<file path="src/rtl/cpu_types_pkg.sv">
// Shared CPU types: word type plus the instruction-cache frame, address and FSM state types.
package cpu_types_pkg;

  typedef logic [31:0] word_t;

  localparam int unsigned IIDX_W = 4;
  localparam int unsigned ITAG_W = 30 - IIDX_W;

  typedef struct packed {
    logic              valid;
    logic [ITAG_W-1:0] tag;
    word_t             data;
  } icache_frame_t;

  typedef struct packed {
    logic [ITAG_W-1:0] tag;
    logic [IIDX_W-1:0] idx;
    logic [1:0]        bytoff;
  } icachef_t;

  typedef enum logic {
    IDLE,
    FETCH
  } icache_state_t;

endpackage

</file>
<file path="src/rtl/icache_if.sv">
// Instruction-cache channels: datapath fetch port and memory-controller refill port.
interface icache_if;
  import cpu_types_pkg::*;

  // datapath side
  logic  imemREN;
  word_t imemaddr;
  logic  ihit;
  word_t imemload;
  // memory-controller side
  logic  iREN;
  word_t iaddr;
  logic  iwait;
  word_t iload;

  // The environment: datapath requests and memory responses.
  modport master (
    output imemREN, imemaddr, iwait, iload,
    input  ihit, imemload, iREN, iaddr
  );

  // The cache itself.
  modport slave (
    input  imemREN, imemaddr, iwait, iload,
    output ihit, imemload, iREN, iaddr
  );

endinterface

</file>
<file path="src/rtl/icache.sv">
// Direct-mapped, one-word-per-block, read-only instruction cache with a two-state refill FSM.
module icache
  import cpu_types_pkg::*;
#(
  parameter int unsigned NSETS = 16
) (
  input logic     CLK,
  input logic     nRST,
  icache_if.slave cif
);

  localparam int unsigned IDX_W = $clog2(NSETS);
  localparam int unsigned TAG_W = 30 - IDX_W;

  // Tag width follows NSETS, so the frame type is sized locally.
  typedef struct packed {
    logic             valid;
    logic [TAG_W-1:0] tag;
    word_t            data;
  } frame_t;

  frame_t        frames_q [NSETS];
  icache_state_t state_q, state_d;
  logic [29:0]   miss_addr_q, miss_addr_d;

  logic [TAG_W-1:0] req_tag, miss_tag;
  logic [IDX_W-1:0] req_idx, miss_idx;
  logic             hit;
  logic             fill_en;

  logic unused_boff;
  assign unused_boff = ^cif.imemaddr[1:0];

  assign req_tag  = cif.imemaddr[31:IDX_W+2];
  assign req_idx  = cif.imemaddr[IDX_W+1:2];
  assign miss_tag = miss_addr_q[29:IDX_W];
  assign miss_idx = miss_addr_q[IDX_W-1:0];

  assign hit = cif.imemREN & frames_q[req_idx].valid & (frames_q[req_idx].tag == req_tag);

  always_comb begin
    state_d      = state_q;
    miss_addr_d  = miss_addr_q;
    fill_en      = 1'b0;
    cif.ihit     = 1'b0;
    cif.imemload = '0;
    cif.iREN     = 1'b0;
    cif.iaddr    = '0;
    unique case (state_q)
      IDLE: begin
        if (hit) begin
          cif.ihit     = 1'b1;
          cif.imemload = frames_q[req_idx].data;
        end else if (cif.imemREN) begin
          miss_addr_d = cif.imemaddr[31:2];
          state_d     = FETCH;
        end
      end
      FETCH: begin
        // Fill always targets the latched address, even if the datapath flushed.
        cif.iREN  = 1'b1;
        cif.iaddr = {miss_addr_q, 2'b00};
        if (!cif.iwait) begin
          fill_en = 1'b1;
          state_d = IDLE;
        end
      end
      default: state_d = IDLE;
    endcase
    // Keep the outputs quiet while reset is held.
    if (!nRST) begin
      cif.ihit     = 1'b0;
      cif.imemload = '0;
      cif.iREN     = 1'b0;
      cif.iaddr    = '0;
    end
  end

  always_ff @(posedge CLK) begin
    if (!nRST) begin
      state_q     <= IDLE;
      miss_addr_q <= '0;
      for (int i = 0; i < NSETS; i++) begin
        frames_q[i].valid <= 1'b0;
      end
    end else begin
      state_q     <= state_d;
      miss_addr_q <= miss_addr_d;
      if (fill_en) begin
        frames_q[miss_idx].valid <= 1'b1;
        frames_q[miss_idx].tag   <= miss_tag;
        frames_q[miss_idx].data  <= cif.iload;
      end
    end
  end

endmodule

</file>
<file path="src/flat_wrapper.sv">
// flat-port wrapper written by rule: the top's interface ports become plain ports
module icache_flat import cpu_types_pkg::*;
#(
  parameter int unsigned NSETS = 16
)
  (CLK, nRST, cif_imemREN, cif_imemaddr, cif_iwait, cif_iload, cif_ihit, cif_imemload, cif_iREN, cif_iaddr);
  icache_if cif_i ();
  input logic CLK;
  input logic nRST;
  input wire logic [$bits(cif_i.imemREN)-1:0] cif_imemREN;
  input wire logic [$bits(cif_i.imemaddr)-1:0] cif_imemaddr;
  input wire logic [$bits(cif_i.iwait)-1:0] cif_iwait;
  input wire logic [$bits(cif_i.iload)-1:0] cif_iload;
  output wire logic [$bits(cif_i.ihit)-1:0] cif_ihit;
  output wire logic [$bits(cif_i.imemload)-1:0] cif_imemload;
  output wire logic [$bits(cif_i.iREN)-1:0] cif_iREN;
  output wire logic [$bits(cif_i.iaddr)-1:0] cif_iaddr;
  assign cif_i.imemREN = cif_imemREN;
  assign cif_i.imemaddr = cif_imemaddr;
  assign cif_i.iwait = cif_iwait;
  assign cif_i.iload = cif_iload;
  assign cif_ihit = cif_i.ihit;
  assign cif_imemload = cif_i.imemload;
  assign cif_iREN = cif_i.iREN;
  assign cif_iaddr = cif_i.iaddr;
  icache #(.NSETS(NSETS)) u_core (.CLK(CLK), .nRST(nRST), .cif(cif_i));
endmodule
</file>
<file path="config.mk">
export PLATFORM = sky130hd
export DESIGN_NAME = icache_flat
export DESIGN_NICKNAME = d
export VERILOG_FILES = /design/src/rtl/cpu_types_pkg.sv /design/src/rtl/icache_if.sv /design/src/rtl/icache.sv /design/src/flat_wrapper.sv
export SDC_FILE = /design/constraint.sdc
export NUM_CORES = 1
export LEC_CHECK = 0
export CAP_MARGIN = 15
export CORE_MARGIN = 1.5
export CORE_UTILIZATION = 55
export CTS_CLUSTER_DIAMETER = 60
export DETAILED_ROUTE_END_ITERATION = 7
export PLACE_DENSITY_LB_ADDON = 0.05
export SLEW_MARGIN = 20
export SYNTH_ARGS = -nofsm -noshare
export SYNTH_HDL_FRONTEND = slang
export SYNTH_SLANG_ARGS = --single-unit
</file>
<file path="constraint.sdc">
create_clock -name CLK -period 20 [get_ports CLK]
set_input_delay 4 -clock CLK [delete_from_list [all_inputs] [get_ports CLK]]
set_output_delay 4 -clock CLK [all_outputs]
set_load 0.02 [all_outputs]
</file>
==> results.py <==
metrics = {
    "outcome": {
        "status": "complete, no violations",
    },
    "cells_and_area": {
        "stdcell_area_um2": 43200,
        "num-fill-cells": 4760,
        "syn_to_final_growth_pct": 13.6,
        "drive_above_1_share_pct": 22.4,
        "diodes": 0,
        "finish.utilization_pct": 63.0,
        "nets": 1987,
        "final_cell_count_no_fill": 2874,
    },
    "global_routing": {
        "grt-busiest-layer": "met2",
        "grt_max_degree": 136,
        "grt.met1_usage_pct": 35.6,
        "grt_pass1_vias": 18542,
        "antenna_found_initial": 4,
        "grt_pass1_wl_um": 125000,
        "grt_util_met2_pct": 40.3,
        "gr-usage-met3_pct": 3.30,
        "grt_use_total_pct": 24.7,
        "grt-ovfl-total": 0,
    },
    "setup_path": {
        "worstSetupEndpointType": "primary output",
        "crit_path_start": "cif_imemaddr[3]",
        "reg2reg_depth": 6,
        "arrival_ns": 9.55,
        "reg2reg_from": "u_core.state_q",
        "crit_fanout": 53,
        "required_ns": 16.00,
        "ff2ff_setup_slack_ns": 16.20,
        "critPathKind": "input port to primary output",
        "startpoint_type": "input port",
        "r2r-end": "u_core.frames_q[13][54]",
    },
    "clock_network": {
        "htreeDepth": 3,
        "cts.path.max_buffers": 3,
        "post_cts_buffers": 0,
        "cts_tree": "yes",
        "path_clk_slew_ns": 0.06,
        "cts_made_buffers": 97,
        "cts-root-buf": "clkbuf_16",
        "clock-sinks": 975,
        "cts_resized": 0,
        "cts_hold_buffers": 0,
        "insertion_delay_ns": 0.65,
    },
    "yosys": {
        "yosys_warnings": 0,
        "netlist_instances": 1755,
        "yosys.cell_types.count": 52,
        "ys_seq_area_share_pct": 75.8,
        "synthFlopType": "edfxtp_1",
        "synth_edf_count": 928,
        "syn-cell-area_um2": 38000,
        "avgSynthCellArea_um2": 21.7,
        "async_flop_share_pct": 0,
        "synth_seq_cells": 975,
    },
    "timing": {
        "slew_headroom_pct": 26.8,
        "fmax_mhz": 73.8,
        "period_minus_slack_ns": 13.55,
        "tns_ns": 0,
        "skew_ns": 0.0251,
        "hold_violations": 0,
        "setup_viol": 0,
        "slew_violations": 0,
        "grt_setup_unrepaired": "false",
        "fin_crit_sh_pct": 67.8,
        "worst_pin_slew_ns": 1.09,
    },
    "drt": {
        "drt_iter0_markers": 1725,
        "viasPerCell": 6.23,
        "dr.pass1.iters": 5,
        "ant_nets": 0,
        "via_count": 17911,
        "drc": 0,
        "drt_wl_total_um": 85200,
        "wl_per_cell_um": 29.6,
    },
    "min_path": {
        "worstHoldEndpoint": "u_core.frames_q[9][58]",
        "hold_depth": 1,
        "hold_class": "flip-flop to flip-flop",
        "hold_start": "u_core.frames_q[9][58]",
    },
    "floorplan": {
        "io_pins": 134,
        "dieWidth_um": 266,
        "die_y_um": 266,
        "row_count": 96,
        "die_area_um2": 70700,
        "core_area_um2": 68500,
        "initial_core_util_pct": 55.5,
    },
    "job": {
        "drv_cap": 0,
    },
    "power_and_ir_drop": {
        "powerDensity_nw_per_um2": 96.3,
        "p_leak_nw": 14.3,
        "ir_worst_vdd_uv": 74.5,
    },
    "placement": {
        "gp_congestion": 0.745,
        "dp.cells": 2702,
        "placed_cell_area_um2": 40200,
        "portBuffers": 129,
        "dp_hpwl_um": 41800,
    },
}
==> cell type report <==
type                            count  area, µm²  share of cell area, %
Clock buffer                      135       2670                   6.19
Clock inverter                     37        293                  0.678
Inverter                            4       15.0                 0.0348
Multi-Input combinational cell    676       8690                   20.1
Sequential cell                   975      28800                   66.7
Tap cell                          882       1100                   2.56
Timing Repair Buffer              165       1580                   3.66
==> synthesized netlist by cell type, types with 4 or more instances <==
master / instances / area (µm²)
nand2b_1: 5 / 31.3
o2111ai_1: 5 / 43.8
buf_1: 6 / 22.5
nand2_1: 77 / 289
xor2_1: 11 / 96.3
mux2i_1: 107 / 1070
o22ai_1: 9 / 56.3
a22o_1: 8 / 70.1
a221oi_1: 11 / 96.3
buf_6: 11 / 124
inv_1: 4 / 15.0
a22oi_1: 12 / 90.1
a21oi_1: 4 / 20.0
xnor2_1: 26 / 228
mux2_2: 19 / 214
buf_4: 13 / 97.6
and3_1: 33 / 206
edfxtp_1: 928 / 27900
buf_2: 35 / 175
nand3_1: 5 / 25.0
clkbuf_1: 29 / 109
a21o_1: 17 / 128
nor2_1: 21 / 78.8
dlygate4sd1_1: 5 / 43.8
nor2b_1: 7 / 43.8
dfxtp_1: 47 / 941
mux4_2: 232 / 5230
and2_1: 35 / 219
==> sequential cells by signal, summed over array words and instances (netlist names) <==
name                flops
u_core.frames_q       944
u_core.miss_addr_q     30
u_core.state_q          1
==> stage by stage <==
step	hold slack, ns	setup slack (ns)	total power (W)
2_1_floorplan	0.423	9.23	0.00243
3_3_place_gp	0.429	6.40	0.00249
3_5_place_dp	0.435	6.36	0.00250
4_1_cts	0.448	6.33	0.00419
5_1_grt	0.460	6.15	0.00428
6_report	0.450	6.45	0.00416
==> metal layers <==
layer | wire length [µm] | vias to the layer above
met1 | 36400 | 9660
met2 | 42500 | 524
met5 | 46 | -
li1 | - | 7603
met3 | 4710 | 118
met4 | 1590 | 6
==> cell families after synthesis <==
family / synth area share [%]
xor gates and xnor gates: 0.853
AOI/OAI and AO/OA: 1.69
muxes: 17.4
and+or+nand+nor: 2.65
DFF: 75.8
buffers and inverters: 1.62
other: 0.00987
==> cells in the final DEF, fill, tap and decap left out, types with 19 or more instances in the layout <==
cell type | synthesis | routed
clkbuf_1 | 29 | 29
mux2i_1 | 107 | 107
clkdlybuf4s50_1 | 0 | 124
xnor2_1 | 26 | 26
mux4_2 | 232 | 232
edfxtp_1 | 928 | 928
nand2_1 | 77 | 77
and2_1 | 35 | 35
and3_1 | 33 | 33
mux2_2 | 19 | 19
dfxtp_1 | 47 | 47
clkbuf_16 | 0 | 98
buf_4 | 13 | 37
==> power by group <==
part	switching [W]	internal, W	leakage, nW
Combinational	0.000102	0.0000850	3.82
Sequential	0.0000183	0.00225	9.02
Clock	0.000739	0.000968	1.45
Total	0.000859	0.00330	14.3
==> worst max-delay path by stage <==
stage / end / slack [ns] / cells after the start
6_report: cif_imemload[19] / 6.45 / 12
5_1_grt: cif_imemload[23] / 6.15 / 12
4_1_cts: cif_imemload[10] / 6.33 / 12
3_5_place_dp: cif_imemload[10] / 6.36 / 12
3_3_place_gp: cif_imemload[14] / 6.40 / 12
2_1_floorplan: cif_imemload[22] / 9.23 / 10
==> worst max-delay path: stages <==
cell and delay (ns):
buf_6 0.68, buf_4 0.85, nor2b_1 0.69, buf_4 0.27, a22o_1 0.14, a221oi_1 0.06, xor2_1 0.21, or4_4 0.60
a2111oi_4 0.52, and4_4 0.62, and2_1 0.21, clkdlybuf4s50_1 0.60
Power figures use the tool's default switching activity.
